[config.mk]
export PLATFORM = sky130hd
export DESIGN_NAME = bram_readback_streamer_flat
export DESIGN_NICKNAME = d
export VERILOG_FILES = /design/src/rtl/bram_readback_streamer_if.sv /design/src/rtl/bram_readback_streamer.sv /design/src/flat_wrapper.sv
export SDC_FILE = /design/constraint.sdc
export NUM_CORES = 1
export LEC_CHECK = 0
export ABC_AREA = 1
export BUFFER_PORTS_ARGS = -buffer_cell sky130_fd_sc_hd__buf_2
export CAP_MARGIN = 40
export CELL_PAD_IN_SITES_DETAIL_PLACEMENT = 1
export CELL_PAD_IN_SITES_GLOBAL_PLACEMENT = 1
export CORE_ASPECT_RATIO = 0.5
export CORE_MARGIN = 3
export CORE_UTILIZATION = 30
export CTS_CLUSTER_DIAMETER = 100
export DETAILED_ROUTE_END_ITERATION = 16
export GPL_TIMING_DRIVEN = 0
export PLACE_DENSITY = 0.62
export SLEW_MARGIN = 40
export SYNTH_ARGS = -nofsm -noshare
export SYNTH_HDL_FRONTEND = slang
export SYNTH_SLANG_ARGS = --single-unit
[constraint.sdc]
create_clock -name clk -period 4.3 [get_ports clk]
set_input_delay 0.215 -clock clk [delete_from_list [all_inputs] [get_ports clk]]
set_output_delay 0.215 -clock clk [all_outputs]
set_load 0.005 [all_outputs]
[src/rtl/bram_readback_streamer_if.sv]
// ---------------------------------------------------------------------------
// bram_readback_streamer_if
//   Valid/ready stream carrying memory words tagged with their address.
//
//   m_valid  beat valid (master -> slave)
//   m_ready  beat accepted when m_valid && m_ready (slave -> master)
//   m_data   memory word
//   m_addr   address the word was read from
//   m_last   final beat of a sweep
// ---------------------------------------------------------------------------
interface bram_readback_streamer_if #(
    parameter int WID_MEM = 18,
    parameter int ADDR_W  = 12
);
    logic               m_valid;
    logic               m_ready;
    logic [WID_MEM-1:0] m_data;
    logic [ADDR_W-1:0]  m_addr;
    logic               m_last;

    modport master (
        output m_valid,
        output m_data,
        output m_addr,
        output m_last,
        input  m_ready
    );

    modport slave (
        input  m_valid,
        input  m_data,
        input  m_addr,
        input  m_last,
        output m_ready
    );
endinterface

[src/rtl/bram_readback_streamer.sv]
// ---------------------------------------------------------------------------
// bram_readback_streamer
//   Read-side controller for a single-clock block RAM with a registered
//   (1-cycle latency) read port. On start it sweeps a contiguous, wrapping
//   address range, streams every word with its address over a valid/ready
//   interface and accumulates a 32-bit additive checksum of accepted beats.
//
//   clk         rising-edge clock
//   reset       asynchronous, active-high
//   start       begin a sweep (sampled only when idle)
//   start_addr  first address, captured on start
//   num_words   word count, captured on start, clamped to DEPTH_MEM
//   busy        start acceptance .. final beat handshake
//   done        one-cycle completion pulse
//   checksum    sum mod 2**32 of accepted beat data, held until next start
//   mem_raddr   memory read address
//   mem_dout    memory read data (valid the cycle after mem_raddr)
//   m           output stream (master side)
// ---------------------------------------------------------------------------
module bram_readback_streamer #(
    parameter int WID_MEM   = 18,
    parameter int DEPTH_MEM = 4096,
    parameter int ADDR_W    = 12
) (
    input  logic                clk,
    input  logic                reset,
    input  logic                start,
    input  logic [ADDR_W-1:0]   start_addr,
    input  logic [ADDR_W:0]     num_words,
    output logic                busy,
    output logic                done,
    output logic [31:0]         checksum,
    output logic [ADDR_W-1:0]   mem_raddr,
    input  logic [WID_MEM-1:0]  mem_dout,
    bram_readback_streamer_if.master m
);

    localparam logic [ADDR_W:0]   DEPTH_L = (ADDR_W+1)'(DEPTH_MEM);
    localparam logic [ADDR_W-1:0] LAST_A  = ADDR_W'(DEPTH_MEM - 1);

    typedef enum logic [1:0] {S_IDLE, S_READ, S_DRAIN, S_DONE} state_t;

    function automatic logic [ADDR_W:0] clamp_count(input logic [ADDR_W:0] n);
        return (n > DEPTH_L) ? DEPTH_L : n;
    endfunction

    function automatic logic [ADDR_W-1:0] wrap_inc(input logic [ADDR_W-1:0] a);
        return (a == LAST_A) ? '0 : a + ADDR_W'(1);
    endfunction

    state_t              state;
    logic [ADDR_W:0]     count;
    logic [ADDR_W:0]     issued;
    logic [ADDR_W-1:0]   issue_addr;
    logic [ADDR_W-1:0]   raddr_hold;

    // read in flight: issued last cycle, data on mem_dout this cycle
    logic                vld_p1;
    logic                last_p1;
    logic [ADDR_W-1:0]   addr_p1;

    // second FIFO entry behind the output register
    logic                vld_sk;
    logic                last_sk;
    logic [ADDR_W-1:0]   addr_sk;
    logic [WID_MEM-1:0]  data_sk;

    logic [ADDR_W:0]     cnt_clamped;
    logic [1:0]          occ;
    logic [2:0]          pending;
    logic                pop;
    logic                issue;
    logic                issue_last;
    logic                load_out;
    logic                sk_push;

    always_comb begin
        cnt_clamped = clamp_count(num_words);
        pop         = m.m_valid & m.m_ready;
        occ         = {1'b0, m.m_valid} + {1'b0, vld_sk};
        // Counting this cycle's pop lets a full pipeline sustain one beat
        // per cycle; the cost is a combinational path m_ready -> mem_raddr.
        pending     = {1'b0, occ} + {2'b0, vld_p1} - {2'b0, pop};
        issue       = (state == S_READ) && (issued != count) && (pending < 3'd2);
        issue_last  = (issued == count - (ADDR_W+1)'(1));
        mem_raddr   = issue ? issue_addr : raddr_hold;
        load_out    = !m.m_valid || pop;
        // an arriving word lands in the skid entry when the output register
        // stays occupied, or when the skid entry shifts forward this cycle
        sk_push     = vld_p1 && m.m_valid && (!pop || vld_sk);
    end

    // issue stage / control and output registers
    always_ff @(posedge clk or posedge reset) begin
        if (reset) begin
            state      <= S_IDLE;
            busy       <= 1'b0;
            done       <= 1'b0;
            checksum   <= '0;
            count      <= '0;
            issued     <= '0;
            issue_addr <= '0;
            raddr_hold <= '0;
            vld_p1     <= 1'b0;
            vld_sk     <= 1'b0;
            m.m_valid  <= 1'b0;
            m.m_data   <= '0;
            m.m_addr   <= '0;
            m.m_last   <= 1'b0;
        end else begin
            done   <= 1'b0;
            vld_p1 <= issue;

            if (issue) begin
                issued     <= issued + (ADDR_W+1)'(1);
                issue_addr <= wrap_inc(issue_addr);
                raddr_hold <= issue_addr;
            end

            if (pop) begin
                checksum <= checksum + 32'(m.m_data);
            end

            // output stage: refill from the skid entry first to keep order
            if (load_out) begin
                if (vld_sk) begin
                    m.m_valid <= 1'b1;
                    m.m_data  <= data_sk;
                    m.m_addr  <= addr_sk;
                    m.m_last  <= last_sk;
                end else if (vld_p1) begin
                    m.m_valid <= 1'b1;
                    m.m_data  <= mem_dout;
                    m.m_addr  <= addr_p1;
                    m.m_last  <= last_p1;
                end else begin
                    m.m_valid <= 1'b0;
                end
            end
            vld_sk <= (vld_sk && !load_out) || sk_push;

            case (state)
                S_IDLE: begin
                    if (start) begin
                        issue_addr <= start_addr;
                        count      <= cnt_clamped;
                        issued     <= '0;
                        checksum   <= '0;
                        if (cnt_clamped == '0) begin
                            state <= S_DONE;
                            done  <= 1'b1;
                        end else begin
                            state <= S_READ;
                            busy  <= 1'b1;
                        end
                    end
                end
                S_READ: begin
                    if (issue && issue_last) begin
                        state <= S_DRAIN;
                    end
                end
                S_DRAIN: begin
                    if (pop && m.m_last) begin
                        state <= S_DONE;
                        busy  <= 1'b0;
                        done  <= 1'b1;
                    end
                end
                default: begin
                    state <= S_IDLE;
                end
            endcase
        end
    end

    // data-only registers travelling with vld_p1 / vld_sk
    always_ff @(posedge clk) begin
        if (issue) begin
            addr_p1 <= issue_addr;
            last_p1 <= issue_last;
        end
        if (sk_push) begin
            data_sk <= mem_dout;
            addr_sk <= addr_p1;
            last_sk <= last_p1;
        end
    end

endmodule
[src/flat_wrapper.sv]
// flat-port wrapper written by rule: the top's interface ports become plain ports
module bram_readback_streamer_flat 
#(
    parameter int WID_MEM   = 18,
    parameter int DEPTH_MEM = 4096,
    parameter int ADDR_W    = 12
)
  (clk, reset, start, start_addr, num_words, busy, done, checksum, mem_raddr, mem_dout, m_m_valid, m_m_data, m_m_addr, m_m_last, m_m_ready);
  bram_readback_streamer_if #(.WID_MEM(WID_MEM), .ADDR_W(ADDR_W)) m_i ();
  input  logic clk;
  input  logic reset;
  input  logic start;
  input  logic [ADDR_W-1:0] start_addr;
  input  logic [ADDR_W:0] num_words;
  output logic busy;
  output logic done;
  output logic [31:0] checksum;
  output logic [ADDR_W-1:0] mem_raddr;
  input  logic [WID_MEM-1:0] mem_dout;
  output wire logic [$bits(m_i.m_valid)-1:0] m_m_valid;
  output wire logic [$bits(m_i.m_data)-1:0] m_m_data;
  output wire logic [$bits(m_i.m_addr)-1:0] m_m_addr;
  output wire logic [$bits(m_i.m_last)-1:0] m_m_last;
  input wire logic [$bits(m_i.m_ready)-1:0] m_m_ready;
  assign m_m_valid = m_i.m_valid;
  assign m_m_data = m_i.m_data;
  assign m_m_addr = m_i.m_addr;
  assign m_m_last = m_i.m_last;
  assign m_i.m_ready = m_m_ready;
  bram_readback_streamer #(.WID_MEM(WID_MEM), .DEPTH_MEM(DEPTH_MEM), .ADDR_W(ADDR_W)) u_core (.clk(clk), .reset(reset), .start(start), .start_addr(start_addr), .num_words(num_words), .busy(busy), .done(done), .checksum(checksum), .mem_raddr(mem_raddr), .mem_dout(mem_dout), .m(m_i));
endmodule
==> PnR_summary.wiki <==
{| class="wikitable"
! Metric !! Value
|-
| P&R area growth vs syn || 22.90%
|-
| Final nets || 1360
|-
| Routed vias/inst || 4.895
|-
| RSZ-0062 raised after global routing || no
|-
| Most Used Layer, Global Route || met2
|-
| Global-route track usage on met3 || 3.365%
|-
| Unique masters post-synth || 40
|-
| Min cycle time layout || 3864 ps
|-
| Number of flops mapped to enable cells by yosys || 44
|-
| Sequential cell area fraction in the yosys report || about half
|-
| Most used DFF post-synth || sky130_fd_sc_hd__dfrtp_1
|-
| Number of antenna violations at the first check in global routing || 2
|-
| Width of the chip || about 250 um
|-
| Chip height || 128.1 um
|-
| Worst supply voltage drop on vdd || 366.8 uV
|-
| Syn Inst Count || 1114
|-
| Post-CTS setup buffers || 0
|-
| Relative slew margins || 48.89%
|-
| Average cell area after synthesis || 8.029 um2
|-
| CP Cell Sequence || nand2_1 > inv_1 > clkbuf_2 > ha_1 > inv_1 > ha_1 > a21oi_1 > or2_2 > nand3_2 > inv_1 > nand2_1 > buf_4 > buf_2 > o21ai_0 > buf_2
|-
| Area of combinational cells with multiple inputs || between 4000 and 5000 um2
|-
| Clock latency of the later-clocked register in the worst-skew pair || 440 ps
|-
| Fmax || 258.8 MHz
|-
| Required @ worst endpoint || 4090 ps
|-
| Total half-perimeter wirelength after legalization and detailed placement || approximately 23 mm
|-
| Post-route antenna net violation count || 0
|-
| Worst hold path class || in -> reg
|-
| All-Layer GR Usage || 19.07%
|-
| Post-synthesis register bit count || 164
|-
| Setup slack on the worst flop-to-flop path || 1150 ps
|-
| Wire length of the first global-routing pass || between 40 and 50 mm
|-
| Type of element capturing the critical path || output port
|-
| Net count of the mapped netlist || 1189
|-
| Number of search-and-repair iterations in the first detailed-routing pass || 4
|-
| Area share of the leading cell type in the synthesized netlist || 33.57%
|-
| Setup Total Neg Slack || 0 ps
|-
| DRC violation count after routing || 0
|-
| FP Rows || 43
|-
| Largest area contributor in the synthesized netlist || sky130_fd_sc_hd__dfrtp_1
|-
| Final clock skew || between 10 and 15 ps
|-
| Transition at the pin with the smallest max-transition slack || 766.6 ps
|-
| Die area || approximately 32000 um2
|-
| H-tree levels || 4
|-
| Category of the worst setup path launch point || flop
|-
| Number of buffer and inverter stages on the critical path || 7
|-
| Final estimated routing congestion in global placement || 0.8698
|-
| DRC violation total after the first TritonRoute iteration || 420
|-
| Overall power of the completed layout || 3.728 mW
|-
| Global-route track usage on met1 || 23.09%
|-
| Yosys Warn Count || 0
|-
| Critical path's top delay family || buffers and inverters
|-
| Data arrival time at the worst-slack endpoint || approximately 3700 ps
|-
| Cell mode on critical path || sky130_fd_sc_hd__inv_1
|-
| Area contributors post-synth || sky130_fd_sc_hd__dfrtp_1 34%, sky130_fd_sc_hd__edfxtp_1 15%, sky130_fd_sc_hd__nand2_1 13%
|-
| Post-route clock period utilization || around nine tenths
|-
| Routed wire length || 29.66 mm
|-
| Register cell area after layout || 4324 um2
|-
| Core area || 28510 um2
|-
| Port Buffer Count || around 120
|-
| Final-report max-slew violation count || 0
|-
| Critical-path maximum fanout || 11
|-
| Maximum cell stage delay along the critical path || 410 ps
|-
| Sinks on the clock net || 164
|-
| Pin count of the biggest net entering global routing || 45
|-
| GR Util met2 || 35.16%
|-
| CP Class || reg -> out
|-
| Post-detailed-route wirelength per cell || about 18 um
|-
| Area of the mapped netlist || slightly below 9000 um2
|-
| Fill count || approximately 3.5k
|-
| Ys async rst share || 73.17%
|-
| Clock slew seen by the registers of the worst setup and hold paths || 70 ps
|-
| Static leakage || 5.262 nW
|-
| Run status || finished clean
|-
| Initial cell density of the core || a little under a third
|-
| Final hold viol count || 0
|-
| Library cell contributing the largest single delay on the critical path || sky130_fd_sc_hd__dfrtp_1
|-
| GRT Residual Overflow || 0
|-
| Clock tree from TritonCTS || done
|-
| Clock tree buffer depth || 2
|-
| Fraction of final layout cells sized beyond drive strength 1 || 15.25%
|-
| Areal power density over the cells || 339.1 nW/um2
|-
| Number of violations of the max-capacitance limit || 0
|-
| TritonCTS Buffers || 17
|-
| Number of setup violations in the final report || 0
|-
| Count of pins on the block boundary || 125
|-
| Via count of the first global-routing pass || 8820
|-
| Via count || 8228
|-
| Clock Root Buffer || sky130_fd_sc_hd__clkbuf_16
|}
## synthesized netlist by cell type, drive strengths merged (2+ instances only)
| cell | n |
|---|---|
| o211ai | 8 |
| a211oi | 5 |
| dfrtp | 120 |
| a31oi | 31 |
| o21a | 3 |
| a21o | 2 |
| xnor2 | 11 |
| a21oi | 53 |
| inv | 109 |
| or2 | 8 |
| nor4 | 9 |
| nand4 | 18 |
| nand3b | 4 |
| buf | 16 |
| clkbuf | 22 |
| nand2 | 317 |
| o22ai | 4 |
| xor2 | 19 |
| nand3 | 74 |
| ha | 27 |
| nor3 | 19 |
| o21ai | 61 |
| o21bai | 6 |
| nor2 | 121 |
| edfxtp | 44 |
## through the flow
step	instance area [um2]	utilization [%]	setup WS [ps]	cells	hold slack, ps
2_1_floorplan	8945	-	899.2	1114	313.9
3_3_place_gp	10040	35.22	-973.9	1620	408.9
3_5_place_dp	10150	35.59	365.1	1624	218.0
4_1_cts	10990	38.53	68.72	1681	1.080
5_1_grt	10990	38.55	37.06	1681	11.32
6_report	10990	38.55	436.5	1681	22.68
## worst reg2reg max path, stage by stage, from the launching register on
cell and delay [ps]:
sky130_fd_sc_hd__dfrtp_1 410, sky130_fd_sc_hd__nand2_1 90, sky130_fd_sc_hd__inv_1 330, sky130_fd_sc_hd__clkbuf_2 380, sky130_fd_sc_hd__ha_1 290, sky130_fd_sc_hd__inv_1 50, sky130_fd_sc_hd__ha_1 210, sky130_fd_sc_hd__a21oi_1 170
sky130_fd_sc_hd__or2_2 160, sky130_fd_sc_hd__nand3_2 100, sky130_fd_sc_hd__nor2_4 220, sky130_fd_sc_hd__buf_4 350, sky130_fd_sc_hd__nand3_1 120, sky130_fd_sc_hd__a21oi_1 180
## power by group
| part | switching [mW] | total, mW | internal (mW) | leakage (nW) |
|---|---|---|---|---|
| clock | 0.708 | 1.55 | 0.845 | 0.285 |
| combinational | 0.298 | 0.496 | 0.198 | 3.08 |
| sequential | 0.0431 | 1.68 | 1.64 | 1.89 |
| total | 1.05 | 3.73 | 2.68 | 5.26 |
## final timing paths
check,start,endpoint,depth (start not counted)
max,u_core.m.m_valid$_DFFE_PP0P_,mem_raddr[10],15
min,start_addr[8],u_core.issue_addr[8]$_DFF_PP0_,3
max reg2reg,u_core.m.m_valid$_DFFE_PP0P_,u_core.issued[5]$_DFF_PP0_,13
min reg2reg,u_core.addr_p1[6]$_DFFE_PP_,u_core.addr_sk[6]$_DFFE_PP_,0
max in group asynchronous,reset,u_core.checksum[5]$_DFF_PP0_,4
min in group asynchronous,reset,u_core.m.m_data[14]$_DFFE_PP0P_,3
## state kept, by name, indices dropped and copies added, names as in the netlist
| register | cells |
|---|---|
| u_core.addr_p1 | 12 |
| u_core.last_p1 | 1 |
| u_core.m.m_valid | 1 |
| u_core.vld_sk | 1 |
| u_core.issue_addr | 12 |
| u_core.raddr_hold | 12 |
| u_core.data_sk | 18 |
| u_core.state | 2 |
| u_core.vld_p1 | 1 |
| u_core.count | 13 |
| u_core.m.m_addr | 12 |
| u_core.checksum | 32 |
| u_core.done | 1 |
| u_core.m.m_data | 18 |
| u_core.last_sk | 1 |
| u_core.addr_sk | 12 |
| u_core.m.m_last | 1 |
| u_core.issued | 13 |
| u_core.busy | 1 |
## cell families after synthesis
family	after synthesis	synth area share [%]
flip-flops	164	48.34
buffers and inverters	147	6.672
adder cells (fa/ha/maj)	28	4.001
XOR/XNOR	30	3.105
AO/OA/AOI/OAI	174	11.09
AND/OR/NAND/NOR	571	26.79
## layout by cell type (no fill, tap or decap), types with 3 or more instances in the layout
cell / Yosys / layout
sky130_fd_sc_hd__clkinv_4: 0 / 3
sky130_fd_sc_hd__edfxtp_1: 44 / 44
sky130_fd_sc_hd__inv_1: 107 / 106
sky130_fd_sc_hd__o211ai_1: 8 / 8
sky130_fd_sc_hd__a21oi_1: 53 / 52
sky130_fd_sc_hd__a211oi_2: 3 / 3
sky130_fd_sc_hd__buf_1: 5 / 5
sky130_fd_sc_hd__xnor2_1: 11 / 11
sky130_fd_sc_hd__nor2_1: 119 / 119
sky130_fd_sc_hd__nand3b_1: 4 / 4
sky130_fd_sc_hd__clkbuf_2: 1 / 4
sky130_fd_sc_hd__nand3_1: 73 / 73
sky130_fd_sc_hd__clkbuf_1: 21 / 17
sky130_fd_sc_hd__nand2_1: 315 / 315
sky130_fd_sc_hd__nor4_1: 9 / 8
sky130_fd_sc_hd__inv_6: 0 / 5
sky130_fd_sc_hd__nand4_1: 18 / 18
sky130_fd_sc_hd__o22ai_1: 4 / 4
sky130_fd_sc_hd__dlygate4sd3_1: 0 / 25
sky130_fd_sc_hd__buf_2: 5 / 129
sky130_fd_sc_hd__or2_2: 8 / 8
sky130_fd_sc_hd__xor2_1: 17 / 17
sky130_fd_sc_hd__o21a_1: 3 / 3
sky130_fd_sc_hd__buf_6: 4 / 4
sky130_fd_sc_hd__clkbuf_16: 0 / 18
sky130_fd_sc_hd__nor3_1: 19 / 19
sky130_fd_sc_hd__o21ai_0: 59 / 59
sky130_fd_sc_hd__o21bai_1: 6 / 6
sky130_fd_sc_hd__dfrtp_1: 120 / 120
sky130_fd_sc_hd__ha_1: 27 / 27
sky130_fd_sc_hd__a31oi_1: 31 / 31
## final cells by class
class	count	area share (%)
inverter	109	3.790
buffer	37	1.707
sequential	164	39.34
clock buffer	18	4.097
tap	382	4.348
timing repair buffer	153	8.696
antenna	1	0.02276
clock inverter	14	1.241
multi-input combinational	803	36.76
## per-layer routing
layer	vias up	wire, um
met1	4093	13440
met3	25	621
met2	77	15210
met5	-	0
li1	4033	-
met4	0	388
## repair_timing
action / in CTS / in global routing
gates resized for setup: 1 / 0
hold buffers: 25 / 0
hold endpoints to repair: 58 / 0
endpoints found under the setup margin: 12 / 12
Note: power is estimated with default switching activity, not from simulation.
